<file path="src/rtl/half_adder_unit.sv">
// One-bit half adder: combinational sum/carry plus a registered observation
// stage with a saturating count of carry events.
module half_adder_unit #(
  parameter int unsigned CNT_W = 16
) (
  input  logic             clk,
  input  logic             reset,
  input  logic             a,
  input  logic             b,
  output logic             sum,
  output logic             cout,
  output logic             sum_q,
  output logic             cout_q,
  output logic [CNT_W-1:0] carry_count,
  output logic             carry_sat
);

  logic             sum_d;
  logic             cout_d;
  logic [CNT_W-1:0] carry_count_d;
  logic [CNT_W-1:0] carry_count_q;
  logic             carry_sat_d;
  logic             carry_sat_q;

  always_comb begin
    sum  = a ^ b;
    cout = a & b;
  end

  always_comb begin
    sum_d         = sum;
    cout_d        = cout;
    carry_count_d = carry_count_q;
    if (cout && (carry_count_q != '1)) begin
      carry_count_d = carry_count_q + CNT_W'(1);
    end
    // Sticky: once all-ones is reached the flag holds until reset.
    carry_sat_d = carry_sat_q | (carry_count_d == '1);
  end

  always_ff @(posedge clk) begin
    if (reset) begin
      sum_q         <= 1'b0;
      cout_q        <= 1'b0;
      carry_count_q <= '0;
      carry_sat_q   <= 1'b0;
    end else begin
      sum_q         <= sum_d;
      cout_q        <= cout_d;
      carry_count_q <= carry_count_d;
      carry_sat_q   <= carry_sat_d;
    end
  end

  assign carry_count = carry_count_q;
  assign carry_sat   = carry_sat_q;

endmodule

</file>
<file path="config.mk">
export PLATFORM = sky130hd
export DESIGN_NAME = half_adder_unit
export DESIGN_NICKNAME = d
export VERILOG_FILES = /design/src/rtl/half_adder_unit.sv
export SDC_FILE = /design/constraint.sdc
export NUM_CORES = 1
export LEC_CHECK = 0
export CAP_MARGIN = 20
export CELL_PAD_IN_SITES_DETAIL_PLACEMENT = 0
export CELL_PAD_IN_SITES_GLOBAL_PLACEMENT = 2
export CORE_MARGIN = 10
export CORE_UTILIZATION = 29
export CTS_CLUSTER_DIAMETER = 150
export CTS_CLUSTER_SIZE = 24
export DETAILED_ROUTE_END_ITERATION = 10
export GPL_ROUTABILITY_DRIVEN = 0
export GPL_TIMING_DRIVEN = 0
export PLACE_DENSITY_LB_ADDON = 0.15
export SETUP_SLACK_MARGIN = 0.3
export SKIP_CTS_REPAIR_TIMING = 1
export SYNTH_ARGS = -nofsm -noshare
export SYNTH_HDL_FRONTEND = slang
export SYNTH_SLANG_ARGS = --single-unit
export TNS_END_PERCENT = 10
</file>
<file path="constraint.sdc">
create_clock -name clk -period 3 [get_ports clk]
set_clock_uncertainty 0.05 [all_clocks]
set_input_delay 0.6 -clock clk [delete_from_list [all_inputs] [get_ports clk]]
set_output_delay 0.6 -clock clk [all_outputs]
set_load 0.005 [all_outputs]
</file>
==> results of run 1 <==
==> synthesized netlist by cell type, types with 4 or more instances <==
cell | count | area share
nor3_1 | 5 | 0.022
nand2_1 | 7 | 0.024
nor2_1 | 13 | 0.044
dfxtp_1 | 19 | 0.34
xor2_1 | 8 | 0.063
and4_1 | 4 | 0.031
nand4_1 | 7 | 0.039
==> per-stage QoR <==
stage               power (W)  hold WS (ps)  cell area (um2)  TNS, ps
global route         0.000498           443             1490        0
CTS                  0.000479           430             1460        0
detailed placement   0.000296           398             1420     -104
floorplan            0.000277           409             1120        0
finish               0.000471           427             1490        0
global placement     0.000296           397             1420     -125
==> critical path, delay by kind of cell <==
| family | cells | cell delay (ps) |
|---|---|---|
| compound gates | 4 | 1220 |
| fa+ha+maj | 1 | 210 |
| buf+inv | 1 | 510 |
| simple gates | 1 | 150 |
==> flip-flops by register name, indices dropped and copies added, names as in the netlist <==
| name | cells |
|---|---|
| sum_q | 1 |
| carry_count | 16 |
| carry_sat | 1 |
| cout_q | 1 |
==> report_power, final <==
group          leakage, nW  internal (W)  switching [W]
clock network       0.0228     0.0000943      0.0000838
logic                0.338     0.0000195      0.0000147
registers            0.154      0.000255     0.00000286
total                0.514      0.000369       0.000101
==> per-layer routing <==
| layer | vias up | part of all wire | track usage |
|---|---|---|---|
| met5 | - | 0 | 0 |
| met4 | 0 | 0.0063 | 0.0153 |
| met3 | 2 | 0.078 | 0.0415 |
| met2 | 28 | 0.45 | 0.151 |
| met1 | 484 | 0.47 | 0.121 |
| li1 | 537 | - | - |
==> path summary, 6_finish.rpt <==
path,start,endpoint,cells after the start
max,a,carry_sat,7
min,carry_sat,carry_sat,2
max reg2reg,carry_count[0],carry_sat,6
min reg2reg,carry_sat,carry_sat,2
==> logic make-up (layout without fill, tap and decap cells) <==
group                    Yosys count  count (layout)  synth area share
AO/OA/AOI/OAI                     22              22             0.156
XOR/XNOR                          11              11            0.0862
adder cells (fa/ha/maj)            2               2            0.0224
buffers and inverters             10              38            0.0437
flip-flops                        19              19             0.340
multiplexers                       1               1           0.00896
AND/OR/NAND/NOR                   62              62             0.343
==> area by class of cell <==
| type | instances | share of cell area |
|---|---|---|
| repair buffers | 24 | 0.162 |
| clock buffers | 4 | 0.0303 |
| well taps | 48 | 0.0404 |
| flip-flops and latches | 19 | 0.256 |
| inverters | 3 | 0.00758 |
| plain buffers | 7 | 0.0261 |
| multi-input cells | 98 | 0.478 |
==> summary.txt, run 1 <==
Run status
  – Status: complete, no violations

Route
  – Drt total wl: 3030 um
  – Initial drt markers: 88
  – Routed Antenna Nets: 0
  – DRC violations left: 0
  – Drt via density: 5.18
  – DR WL/cell: 14.9 um
  – Via count: 1051
  – First-pass DRT Iterations: 4

Floorplan
  – Die Y: 82.1 um
  – IO Count: 25
  – # rows: 22
  – Area of the core: 0.00369 mm2
  – Starting Density: 0.303
  – Die area: 0.00674 mm2
  – Die width: 82.1 um

GRT
  – GRT Util Overall: 0.0963
  – Initial antenna violation count: 0
  – Total gr overflow: 0
  – Vias in the first global route: 1036
  – First-pass GRT wire length: 5140 um
  – Largest net degree at the start of global routing: 11

Timing
  – Slew @ Worst Pin: 544 ps
  – Min Clock Period, post-route: 2570 ps
  – Final setup margin: 427 ps
  – Tcrit/Tclk final: 0.858
  – Final setup viols: 0
  – RSZ-0062 raised after global routing: no
  – Final Max Slew Viols: 0
  – Endpoints failing hold: 0
  – FMAX: 0.389 GHz
  – Tightest slew margin relative to the limit: 0.628

Logic synthesis
  – Cell variety after synth: 44
  – Mapped cell area: 0.00112 mm2
  – FF+latch count, synth: 19
  – Synth Instances: 127
  – Synthesized area per cell: 8.80 um2
  – Ys async rst share: 0
  – Seq/Total Area, Yosys: 0.340
  – Dominant synthesized flop cell: dfxtp_1
  – Number of synthesized flops with an enable pin: 0
  – Syn Nets: 133
  – YS warnings: 0

Final layout
  – Fillers: 398
  – Non-filler cells, final: 203
  – Commonest non-fill, non-tap cells in the layout: clkdlybuf4s50_1, dfxtp_1, nor2_1
  – Layout area overhead: 32.9%
  – Footprint of the multi-input gates: 709 um2
  – Commonest non-fill, non-tap cell in the layout: clkdlybuf4s50_1
  – Storage element area: 380 um2
  – Nets: 162
  – N_diodes: 0
  – Post-layout util: 0.403
  – Layout cell share with drive strength beyond 1: 0.135

Power and ir drop
  – Leak pwr: 0.514 nW
  – PwrDens: 317 mW/mm2
  – Maximum vdd drop: 0.000274 V

Clock tree
  – Htree depth: 1
  – Worst-Skew Late Latency: 250 ps
  – Num CTS Buffers: 3
  – CTS tree: built
  – Buffer depth of the longest clock path: 2
  – CTS clock-pin slew for the worst setup and hold paths: 70 ps
  – Root buf cell: clkbuf_8
  – CTS sink cnt: 19

Critical path
  – Required @ worst endpoint: 3110 ps
  – Worst Path Max Fanout: 9
  – Slowest stage delay, CP: 510 ps
  – CP Cell Sequence: clkdlybuf4s50_1, ha_4, nand4_4, o31a_1, a2111oi_1, o2111ai_1, o41ai_2
  – Worst setup path class: in -> reg
  – Startpoint class of the critical path: input port
  – Crit. End Element: register
  – R2R Setup Slk: 720 ps
  – Slowest-stage cell, CP: clkdlybuf4s50_1
  – WP data arrival: 2690 ps

Placed design
  – Dpl cells: 199
  – Worst slack, placed: -104 ps
  – HPWL reported at the end of detailed placement: 2280 um
  – Port buffer count: 24

Job
  – Max_cap viols: 0

Min path
  – Hold/Removal Path Class: reg -> reg
Power figures use the tool's default switching activity.
==> run 2, diff against run 1 <==
--- a/config.mk
+++ b/config.mk
@@ -9,7 +9,7 @@
 export CELL_PAD_IN_SITES_DETAIL_PLACEMENT = 0
 export CELL_PAD_IN_SITES_GLOBAL_PLACEMENT = 2
 export CORE_MARGIN = 10
-export CORE_UTILIZATION = 29
+export CORE_UTILIZATION = 26
 export CTS_CLUSTER_DIAMETER = 150
 export CTS_CLUSTER_SIZE = 24
 export DETAILED_ROUTE_END_ITERATION = 10
==> constraint.sdc (replaced) <==
create_clock -name clk -period 2.15 [get_ports clk]
set_clock_uncertainty 0.05 [all_clocks]
set_input_delay 0.43 -clock clk [delete_from_list [all_inputs] [get_ports clk]]
set_output_delay 0.43 -clock clk [all_outputs]
set_load 0.005 [all_outputs]
==> run 2 against run 1 <==
  * Total power up 43%
  * Sequential share of layout area decreased by 1.6 points
  * Register-to-register slack got worse by 650 ps
  * Via count is 7.7% higher
  * Largest power group unchanged
  * Final cell count increased by 8.4%
  * Highest routed layer unchanged
==> summary.txt, run 2 (same netlist as run 1, synthesis figures left out) <==
Final layout
  – Fillers: 397 (was 398)
  – N_diodes: 0 (unchanged)
  – Layout area overhead: 54.0% (was 32.9%)
  – Max reg flops: 16 (unchanged)
  – Footprint of the multi-input gates: 771 um2 (was 709 um2)
  – Layout cell share with drive strength beyond 1: 0.341 (was 0.135)
  – Commonest non-fill, non-tap cell in the layout: clkdlybuf4s50_1 (unchanged)
  – Nets: 177 (was 162)
  – Storage element area: 413 um2 (was 380 um2)
  – Commonest non-fill, non-tap cells in the layout: clkdlybuf4s50_1, buf_4, nor2_1 (was clkdlybuf4s50_1, dfxtp_1, nor2_1)
  – Final Cell Area: 0.00172 mm2 (was 0.00149 mm2)

Floorplan
  – Die area: 0.00732 mm2 (was 0.00674 mm2)
  – # rows: 23 (was 22)
  – Die Y: 85.6 um (was 82.1 um)
  – Starting Density: 0.273 (was 0.303)
  – IO Count: 25 (unchanged)
  – Die width: 85.6 um (was 82.1 um)
  – Area of the core: 0.00409 mm2 (was 0.00369 mm2)

Clock tree
  – Buffer depth of the longest clock path: 2 (unchanged)
  – Num CTS Buffers: 3 (unchanged)
  – CTS clock-pin slew for the worst setup and hold paths: 80 ps (was 70 ps)
  – CTS tree: built (unchanged)
  – Htree depth: 1 (unchanged)
  – Root buf cell: clkbuf_8 (unchanged)
  – CTS sink cnt: 19 (unchanged)
  – Worst-Skew Late Latency: 260 ps (was 250 ps)

GRT
  – First-pass GRT wire length: 5710 um (was 5140 um)
  – Total gr overflow: 0 (unchanged)
  – Largest net degree at the start of global routing: 11 (unchanged)
  – Vias in the first global route: 1103 (was 1036)
  – Initial antenna violation count: 0 (unchanged)
  – GRT Util Overall: 0.0951 (was 0.0963)

Placed design
  – Port buffer count: 24 (unchanged)
  – Placed cell area: 0.00147 mm2 (was 0.00142 mm2)
  – Worst slack, placed: -518 ps (was -104 ps)
  – HPWL reported at the end of detailed placement: 2480 um (was 2280 um)

Min path
  – Hold depth: 2 (unchanged)
  – Hold/Removal Path Class: reg -> reg (unchanged)

Power and ir drop
  – Leak pwr: 0.636 nW (was 0.514 nW)
  – Maximum vdd drop: 0.000166 V (was 0.000274 V)
  – PwrDens: 392 mW/mm2 (was 317 mW/mm2)
  – Tot Pwr: 0.000674 W (was 0.000471 W)

Route
  – Drt via density: 5.15 (was 5.18)
  – DRC violations left: 0 (unchanged)
  – Via count: 1132 (was 1051)
  – First-pass DRT Iterations: 4 (unchanged)
  – Routed Antenna Nets: 0 (unchanged)
  – Drt total wl: 3670 um (was 3030 um)
  – DR WL/cell: 16.7 um (was 14.9 um)
  – Initial drt markers: 78 (was 88)

Timing
  – Final setup viols: 0 (unchanged)
  – Slew @ Worst Pin: 543 ps (was 544 ps)
  – Hold Slack: 421 ps (was 427 ps)
  – Tightest slew margin relative to the limit: 0.638 (was 0.628)
  – Final Max Slew Viols: 0 (unchanged)
  – Final setup margin: 71.2 ps (was 427 ps)
  – FMAX: 0.481 GHz
  – Min Clock Period, post-route: 2080 ps
  – Tcrit/Tclk final: 0.967
  – RSZ-0062 raised after global routing: yes (was no)
  – Endpoints failing hold: 0 (unchanged)

Critical path
  – Crit. End Element: register (unchanged)
  – Worst setup path class: reg -> reg (was in -> reg)
  – WP data arrival: 2200 ps (was 2690 ps)
  – R2R depth: 6 (unchanged)
  – Required @ worst endpoint: 2270 ps (was 3110 ps)
  – Startpoint class of the critical path: register (was input port)
  – Worst Path Max Fanout: 9 (unchanged)

Job
  – Max_cap viols: 0 (unchanged)

Run status
  – Status: complete, no violations (unchanged)
## run 2: changes by cell type in the layout (fill, tap and decap cells not counted), sizes merged
cell,previous run,this run
dlymetal6s2s,0,3
clkdlybuf4s50,24,20
buf,4,20
## run 2: worst max-delay path, stage by stage, from the launching register on
cell and delay, ps:
dfxtp_2 450, nand4_4 150, or4_4 570, buf_8 150, a21o_2 180, o31a_1 130
o41ai_2 300
## run 2: per-stage QoR
stage                     std cells   util  TNS, ps
after floorplan                 127      -        0
after global placement          201  0.361    -1150
after detailed placement        201  0.361    -1520
after CTS                       205  0.372     -290
after global routing            220  0.421    -17.0
final                           220  0.421        0
## run 2: layout make-up
| type | count | area share |
|---|---|---|
| multi-input cells | 98 | 0.448 |
| flip-flops and latches | 19 | 0.240 |
| repair buffers | 39 | 0.207 |
| plain buffers | 7 | 0.0364 |
| well taps | 50 | 0.0364 |
| clock buffers | 4 | 0.0262 |
| inverters | 3 | 0.00655 |
## run 2: final timing paths
| check | start | endpoint | slack [ps] |
|---|---|---|---|
| setup reg to reg | carry_count[4] | carry_sat | 70 |
| setup / recovery | carry_count[4] | carry_sat | 70 |
| hold / removal | carry_sat | carry_sat | 420 |
| hold reg to reg | carry_sat | carry_sat | 420 |
## run 2: report_power, final
group | internal, W | leakage [nW] | total, W | switching (W)
clock network | 0.000132 | 0.0228 | 0.000262 | 0.000130
registers | 0.000350 | 0.162 | 0.000353 | 0.00000300
logic | 0.0000337 | 0.451 | 0.0000594 | 0.0000257
## run 2: per-layer routing
layer  part of all wire  up-vias  global-route usage
li1                   -      565                   -
met4              0.018        0              0.0359
met3              0.079        7              0.0397
met1               0.47      528               0.122
met2               0.43       32               0.138
met5                  0        -                   0
==> run 3, diff against run 2 <==
--- a/config.mk
+++ b/config.mk
@@ -5,6 +5,7 @@
 export SDC_FILE = /design/constraint.sdc
 export NUM_CORES = 1
 export LEC_CHECK = 0
+export ABC_CLOCK_PERIOD_IN_PS = 2150
 export CAP_MARGIN = 20
 export CELL_PAD_IN_SITES_DETAIL_PLACEMENT = 0
 export CELL_PAD_IN_SITES_GLOBAL_PLACEMENT = 2
@@ -17,7 +18,6 @@
 export GPL_TIMING_DRIVEN = 0
 export PLACE_DENSITY_LB_ADDON = 0.15
 export SETUP_SLACK_MARGIN = 0.3
-export SKIP_CTS_REPAIR_TIMING = 1
 export SYNTH_ARGS = -nofsm -noshare
 export SYNTH_HDL_FRONTEND = slang
 export SYNTH_SLANG_ARGS = --single-unit
==> run 3 against run 2 <==
  * Sequential power about the same
  * Count of clock-buffer cells in the layout did not move
  * Total power is 0.42% higher
  * Flip-flop and latch count did not move
  * Register-to-register slack better by 70 ps
  * Non-clock buffer count rose by 9
  * Highest routed layer unchanged
  * Worst hold slack better by 2.0 ps
  * Design area is 4.0% higher
  * Wire length increased by 1.7%
  * Maximum frequency is 3.7% higher
  * Critical path depth grew 1
  * Clock power up 2%
  * Critical endpoint unchanged
==> summary.txt, run 3 (same netlist as run 1, synthesis figures left out) <==
Critical path
  – Worst setup path class: reg -> reg (unchanged)
  – Required @ worst endpoint: 2270 ps (about the same)
  – Slowest-stage cell, CP: or4_4 (unchanged)
  – CP Cell Sequence: ha_4, nand3_1, or4_4, buf_8, a21o_2, o31a_1, o41ai_2 (was nand4_4, or4_4, buf_8, a21o_2, o31a_1, o41ai_2)
  – Capturing point of the worst reg2reg path: carry_sat (unchanged)
  – WP data arrival: 2130 ps (was 2200 ps)
  – Startpoint class of the critical path: register (unchanged)
  – Worst reg2reg startpoint: carry_count[0] (was carry_count[4])
  – Slowest stage delay, CP: 520 ps (was 570 ps)
  – R2R Setup Slk: 150 ps (was 70 ps)
  – R2R depth: 7 (was 6)
  – Worst Path Max Fanout: 5 (was 9)
  – Crit. End Element: register (unchanged)

GRT
  – Largest net degree at the start of global routing: 11 (unchanged)
  – Vias in the first global route: 1215 (was 1103)
  – First-pass GRT wire length: 6220 um (was 5710 um)
  – Total gr overflow: 0 (unchanged)
  – GRT Util Overall: 0.103 (was 0.0951)
  – Initial antenna violation count: 0 (unchanged)

Floorplan
  – Die width: 85.6 um (unchanged)
  – IO Count: 25 (unchanged)
  – Area of the core: 0.00409 mm2 (unchanged)
  – Starting Density: 0.273 (unchanged)
  – # rows: 23 (unchanged)
  – Die Y: 85.6 um (unchanged)
  – Die area: 0.00732 mm2 (unchanged)

Final layout
  – Nets: 186 (was 177)
  – Layout cell share with drive strength beyond 1: 0.358 (was 0.341)
  – Storage element area: 414 um2 (was 413 um2)
  – Footprint of the multi-input gates: 772 um2 (was 771 um2)
  – Commonest non-fill, non-tap cell in the layout: buf_4 (was clkdlybuf4s50_1)
  – Max reg flops: 16 (unchanged)
  – Fillers: 397 (unchanged)
  – Commonest non-fill, non-tap cells in the layout: buf_4, clkdlybuf4s50_1, nor2_1 (was clkdlybuf4s50_1, buf_4, nor2_1)
  – Final Cell Area: 0.00179 mm2 (was 0.00172 mm2)
  – Non-filler cells, final: 229 (was 220)
  – N_diodes: 0 (unchanged)
  – Layout area overhead: 60.1% (was 54.0%)

Timing
  – RSZ-0062 raised after global routing: yes (unchanged)
  – FMAX: 0.499 GHz (was 0.481 GHz)
  – Slew @ Worst Pin: 576 ps (was 543 ps)
  – Final setup viols: 0 (unchanged)
  – Endpoints failing hold: 0 (unchanged)
  – Tightest slew margin relative to the limit: 0.616 (was 0.638)
  – Min Clock Period, post-route: 2000 ps (was 2080 ps)
  – Final Max Slew Viols: 0 (unchanged)
  – Tcrit/Tclk final: 0.933 (was 0.967)

Power and ir drop
  – Comb pwr share: 0.087 (was 0.088)
  – PwrDens: 379 mW/mm2 (was 392 mW/mm2)
  – Psw: 0.000163 W (was 0.000158 W)
  – Maximum vdd drop: 0.000158 V (was 0.000166 V)
  – Leak pwr: 0.648 nW (was 0.636 nW)
  – Power Internal: 0.000515 W (was 0.000516 W)
  – Clock power share: 0.393 (was 0.388)
  – Net Sw Frac: 0.240 (was 0.235)
  – Part of the power in registers: 0.519 (was 0.524)

Route
  – Drt via density: 5.24 (was 5.15)
  – DR WL/cell: 16.3 um (was 16.7 um)
  – Drt total wl: 3730 um (was 3670 um)
  – Routed Antenna Nets: 0 (unchanged)
  – First-pass DRT Iterations: 4 (unchanged)
  – Initial drt markers: 74 (was 78)
  – DRC violations left: 0 (unchanged)
  – Via count: 1201 (was 1132)

Run status
  – Status: complete, no violations (unchanged)

Job
  – Max_cap viols: 0 (unchanged)

Clock tree
  – CTS clock-pin slew for the worst setup and hold paths: 80 ps (about the same)
  – CTS sink cnt: 19 (unchanged)
  – Num CTS Buffers: 3 (unchanged)
  – Worst-Skew Late Latency: 260 ps (about the same)
  – CTS tree: built (unchanged)
  – Root buf cell: clkbuf_8 (unchanged)
  – Buffer depth of the longest clock path: 2 (unchanged)
  – Htree depth: 1 (unchanged)

Placed design
  – Placed cell area: 0.00147 mm2 (unchanged)
  – Dpl cells: 201 (unchanged)
  – Port buffer count: 24 (unchanged)
  – HPWL reported at the end of detailed placement: 2480 um (unchanged)

Min path
  – Hold/Removal Path Class: reg -> reg (unchanged)
  – Hold depth: 2 (unchanged)
  – HP Start: carry_sat (unchanged)
  – Hold Path Sink: carry_sat (unchanged)
[run 3: cell count changes in the layout (fill, tap and decap cells not counted), sizes merged]
| cell | change |
|---|---|
| buf | +8 |
| dlymetal6s2s | -3 |
| clkdlybuf4s50 | +2 |
| dlygate4sd2 | +2 |
[run 3: metal layers]
metal  vias to the layer above  GRT usage  routed length, um
met5                         -          0                  0
met4                         0     0.0389                 72
met3                         7     0.0350                274
met2                        44      0.158               1720
met1                       570      0.130               1670
li1                        580          -                  -
[run 3: repair_timing]
action,4_1_cts,5_1_grt
gates resized for setup,24,7
hold buffers,0,0
pin swaps,10,1
buffers inserted,24,0
setup endpoints to repair,17,16
[run 3: metrics by stage]
stage | setup slack, ps | util | hold slack [ps] | TNS (ps) | power (W)
6_report | 145 | 0.438 | 423 | 0 | 0.000677
3_5_place_dp | -518 | 0.361 | 403 | -1520 | 0.000421
5_1_grt | 36.7 | 0.438 | 450 | 0 | 0.000717
4_1_cts | 124 | 0.430 | 426 | 0 | 0.000690
3_3_place_gp | -503 | 0.361 | 398 | -1150 | 0.000420
2_1_floorplan | 237 | - | 409 | 0 | 0.000391
[run 3: worst max path at each step]
stage | start | end | depth (start not counted)
after global placement | a | carry_sat | 7
after CTS | carry_count[5] | carry_sat | 7
after global routing | carry_count[0] | carry_sat | 7
final | carry_count[0] | carry_sat | 7
after floorplan | a | carry_sat | 6
after detailed placement | a | carry_sat | 7
[run 3: area by class of cell]
cell class,count,area share
timing repair buffer,48,0.234
clock buffer,4,0.0252
buffer,7,0.0371
inverter,3,0.00629
multi-input combinational,98,0.431
tap,50,0.0350
sequential,19,0.231
[run 3: power groups by stage]
| stage | logic (W) | clock network [W] | registers [W] |
|---|---|---|---|
| finish | 0.0000592 | 0.000266 | 0.000352 |
| global route | 0.0000649 | 0.000300 | 0.000352 |
| CTS | 0.0000605 | 0.000277 | 0.000352 |
| detailed placement | 0.0000517 | 0 | 0.000370 |
| global placement | 0.0000502 | 0 | 0.000369 |
| floorplan | 0.0000219 | 0 | 0.000370 |
[run 3: critical path: cells and delay by family, from the launching register on]
kind                       cells  cell delay, ps
and+or+nand+nor                2             620
DFF                            1             360
AOI/OAI and AO/OA              3             610
adders and majority gates      1             130
buffers and inverters          1             150
